$ cat config.mk
export PLATFORM = sky130hd
export DESIGN_NAME = serial_add_ctrl
export DESIGN_NICKNAME = d
export VERILOG_FILES = /design/src/rtl/serial_add_ctrl.sv
export SDC_FILE = /design/constraint.sdc
export NUM_CORES = 1
export LEC_CHECK = 0
export CAP_MARGIN = 10
export CORE_MARGIN = 4
export CORE_UTILIZATION = 34
export DETAILED_ROUTE_END_ITERATION = 10
export PLACE_DENSITY = 0.63
export SETUP_SLACK_MARGIN = 0.02
export SLEW_MARGIN = 20
export SYNTH_ARGS = -nofsm -noshare
export SYNTH_HDL_FRONTEND = slang
export SYNTH_SLANG_ARGS = --single-unit
$ cat constraint.sdc
create_clock -name clk -period 4 [get_ports clk]
set_input_delay 1 -clock clk [delete_from_list [all_inputs] [get_ports clk]]
set_output_delay 1 -clock clk [all_outputs]
set_load 0.02 [all_outputs]
$ cat src/rtl/serial_add_ctrl.sv
// Bit-serial adder: one shared full-add slice, LSB first, one bit/clk.
// start/busy/done handshake; result held until the next accepted start.
module serial_add_ctrl #(
  parameter  int WIDTH = 4,
  localparam int CNT_W = $clog2(WIDTH) + 1
) (
  input  logic             clk,
  input  logic             reset,
  input  logic             start,
  input  logic [WIDTH-1:0] a,
  input  logic [WIDTH-1:0] b,
  input  logic             cin,
  output logic             busy,
  output logic             done,
  output logic [WIDTH-1:0] sum,
  output logic             cout
);

  typedef enum logic [1:0] {
    IDLE = 2'd0,
    RUN  = 2'd1,
    DONE = 2'd2
  } state_t;

  state_t           state_q, state_d;
  logic [WIDTH-1:0] rega_q, rega_d;
  logic [WIDTH-1:0] regb_q, regb_d;
  logic [WIDTH-1:0] sum_q, sum_d;
  logic [CNT_W-1:0] cnt_q, cnt_d;
  logic             carry_q, carry_d;
  logic             cout_q, cout_d;

  logic p, g1, s, g2, c_new;

  // Full-add slice from two half adders plus the carry OR
  always_comb begin
    p     = rega_q[0] ^ regb_q[0];
    g1    = rega_q[0] & regb_q[0];
    s     = p ^ carry_q;
    g2    = p & carry_q;
    c_new = g1 | g2;
  end

  always_comb begin
    state_d = state_q;
    rega_d  = rega_q;
    regb_d  = regb_q;
    sum_d   = sum_q;
    cnt_d   = cnt_q;
    carry_d = carry_q;
    cout_d  = cout_q;
    unique case (state_q)
      IDLE: begin
        if (start) begin
          rega_d  = a;
          regb_d  = b;
          carry_d = cin;
          sum_d   = '0;
          cout_d  = 1'b0;
          cnt_d   = '0;
          state_d = RUN;
        end
      end
      RUN: begin
        sum_d   = {s, sum_q[WIDTH-1:1]};
        rega_d  = rega_q >> 1;
        regb_d  = regb_q >> 1;
        carry_d = c_new;
        if (cnt_q == CNT_W'(WIDTH - 1)) begin
          cout_d  = c_new;
          cnt_d   = '0;
          state_d = DONE;
        end else begin
          cnt_d = cnt_q + 1'b1;
        end
      end
      DONE: state_d = IDLE;
      default: state_d = IDLE;
    endcase
  end

  always_ff @(posedge clk) begin
    if (reset) begin
      state_q <= IDLE;
      rega_q  <= '0;
      regb_q  <= '0;
      sum_q   <= '0;
      cnt_q   <= '0;
      carry_q <= 1'b0;
      cout_q  <= 1'b0;
    end else begin
      state_q <= state_d;
      rega_q  <= rega_d;
      regb_q  <= regb_d;
      sum_q   <= sum_d;
      cnt_q   <= cnt_d;
      carry_q <= carry_d;
      cout_q  <= cout_d;
    end
  end

  assign busy = (state_q == RUN) || (state_q == DONE);
  assign done = (state_q == DONE);
  assign sum  = sum_q;
  assign cout = cout_q;

endmodule

==> flow_summary.json <==
{
  "outcome": "finished, final reports clean",
  "gp_congestion": 0.7636,
  "final_core_util_pct": 44.98,
  "met2WireLength_um": 849,
  "r2r_start": "state_q[1]$_SDFFE_PP0P_",
  "power_density_mw_per_mm2": 484.6,
  "n_fill_cell": 274,
  "yosysWarnings": 0,
  "synth_area_leaders": "dfxtp_1 40%, mux2i_1 11%, ha_1 7.9%",
  "synth_fa_ha_area_share_pct": 10.07,
  "timing.final.crit_share_pct": 66.90,
  "cts_resized": 0,
  "postCtsHoldBufs": 0,
  "htreeDepth": 1,
  "synth_area_leader_cell": "dfxtp_1",
  "hold_depth": 2,
  "power_mw": 0.5597,
  "maxSlewViolCount": 0,
  "drt-initial-drc-count": 9,
  "rsz0062_at_grt": "false",
  "peakVddDrop_mv": 0.2283,
  "wl_mm": 1.820,
  "yosysTopAreaCellShare_pct": 40.26,
  "synth-compound-area-share_pct": 14.04,
  "syn_area_per_cell_um2": 9.261,
  "drive_gt1_share_pct": 5.085,
  "end_kind": "output pin",
  "num_vias": 747,
  "synth-simple-area-share_pct": 16.16,
  "numCtsBuffers": 3,
  "timing.slew.headroom_pct": 51.11,
  "drt-pass1-iter-count": 4,
  "arrival_ps": 1680,
  "grt_max_degree": 22,
  "layout_commonest_cell": "dfxtp_1",
  "seq_area_um2": 380.4,
  "finalSetupTns_ps": 0,
  "synth_seq_area_share_pct": 40.26,
  "reg2reg_slack_ps": 2000,
  "tightestPinTransition_ps": 712.9,
  "num_rows": 18,
  "synth.area.mux_share_pct": 12.19,
  "cp_max_fo": 4,
  "post-dp-hpwl_mm": 1.324,
  "reg2regPathDepth": 5,
  "antenna_found_initial": 0,
  "antenna_left": 0,
  "start_util_pct": 36.79,
  "mostFrequentLayoutCells": "19 x dfxtp_1, 18 x clkdlybuf4s50_1, 12 x nor2_1, 10 x mux2i_1, 9 x inv_1",
  "cts_sinks": 19,
  "synthXorXnorAreaFrac_pct": 0,
  "worst_slack_ps": 1324,
  "start_kind": "register",
  "postCtsSetupRepairBufs": 0,
  "overflow": 0,
  "finalHoldViolCount": 0,
  "syn_nets": 121,
  "area_growth_pct": 22.25,
  "grt_use_total_pct": 11.58,
  "core_mm2": 0.002567,
  "fmax_mhz": 373.7,
  "netlist_area_um2": 944.7,
  "nets": 138,
  "dp_cells": 144,
  "fin_skew_ps": 3.581,
  "cts_tree": "yes",
  "synth_cell_types": 25,
  "finalSetupViolCount": 0,
  "stdcell_count": 148,
  "wl_per_cell_um": 12.30,
  "wl_met1_um": 862,
  "multi_input_area_um2": 495.5,
  "drv_cap": 0,
  "post_synth_inst_count": 102,
  "dr_wl_met3_um": 92,
  "top_layer": "met4",
  "clk_pin_slew_worst_paths_ps": 110,
  "synth_top_family_by_area": "simple AND/OR/NAND/NOR gates",
  "worstHoldStart": "cnt_q[2]$_SDFFE_PP0P_",
  "cts_buffer_depth": 2,
  "die_w_um": 60.71,
  "portBuffers": 18,
  "insertion_delay_ps": 290,
  "r2r_end": "rega_q[3]$_SDFFE_PP0P_",
  "worst_hold_path_type": "register to register",
  "pin_count": 19,
  "grt_pass1_vias": 733,
  "die_h_um": 60.71,
  "grt_pass1_wl_mm": 3.167,
  "ys_ff_latch": 19,
  "fp.dieArea_mm2": 0.003686,
  "drcViolationCount": 0,
  "critical_path_class": "register to output pin",
  "min_to": "cnt_q[2]$_SDFFE_PP0P_",
  "dpl_worst_slack_ps": 1500,
  "cts-root-buf": "clkbuf_4",
  "cp.required_ps": 3000,
  "p_leak_nw": 0.4458,
  "fin_crit_ps": 2676,
  "antenna_cells": 0,
  "via_per_inst": 5.047
}
-- cells in the mapped netlist, drive strengths merged --
master and n:
a21oi 7, nand4b 1, nor2b 1, nand3 3
a211oi 7, nor3 2, nor2 12, inv 9
a22oi 2, nand2 4, fa 1, or2b 1
a31oi 1, and3b 1, buf 6, mux2 1
dfxtp 19, ha 6, nand2b 4, or4b 1
o22ai 1, mux2i 10, a32oi 2
-- registers in the layout, summed over array words and instances (netlist names) --
signal   flops
rega_q       4
regb_q       4
sum          4
cnt_q        3
state_q      2
carry_q      1
cout         1
-- critical path, stage by stage (launching register included) --
cell	delay, ps
dfxtp_1	400
inv_1	100
ha_1	290
clkdlybuf4s50_1	590
-- where the power goes --
| group | leakage [nW] | internal [mW] | switching, mW | total [mW] |
|---|---|---|---|---|
| logic | 0.273 | 0.101 | 0.124 | 0.225 |
| registers | 0.155 | 0.219 | 0.0176 | 0.237 |
| clock network | 0.0177 | 0.0372 | 0.0603 | 0.0975 |
| total | 0.446 | 0.357 | 0.202 | 0.560 |
-- layer usage --
layer | vias up | global-route usage, %
li1 | 383 | -
met2 | 14 | 18.47
met1 | 348 | 14.53
met3 | 2 | 2.979
met4 | 0 | 5.573
met5 | - | 0
-- stage by stage --
stage	instance area, µm²	hold WS, ps
2_1_floorplan	944.7	433.0
3_3_place_gp	1127	446.2
6_report	1155	461.0
5_1_grt	1155	488.7
3_5_place_dp	1127	448.3
4_1_cts	1155	464.2
-- worst max path at each step --
| stage | slack, ps | to | cells past startpoint | start |
|---|---|---|---|---|
| 2_1_floorplan | 2200 | busy | 2 | state_q[0]$_SDFFE_PP0P_ |
| 3_3_place_gp | 1600 | rega_q[3]$_SDFFE_PP0P_ | 4 | start |
| 3_5_place_dp | 1500 | rega_q[3]$_SDFFE_PP0P_ | 4 | start |
| 4_1_cts | 1290 | busy | 3 | state_q[0]$_SDFFE_PP0P_ |
| 5_1_grt | 1210 | busy | 3 | state_q[0]$_SDFFE_PP0P_ |
| 6_report | 1320 | busy | 3 | state_q[0]$_SDFFE_PP0P_ |
-- kinds of logic after synthesis --
logic type	count (synthesis)
AOI/OAI and AO/OA	20
adders and majority gates	7
buffers and inverters	15
DFF	19
and+or+nand+nor	30
muxes	11
-- final cells by class --
class / instances / share of cell area (%)
Multi-Input combinational cell: 68 / 42.90
Tap cell: 30 / 3.250
Clock inverter: 1 / 0.4334
Timing Repair Buffer: 18 / 15.60
Inverter: 9 / 2.925
Clock buffer: 3 / 1.950
Sequential cell: 19 / 32.94
Power figures use the tool's default switching activity.
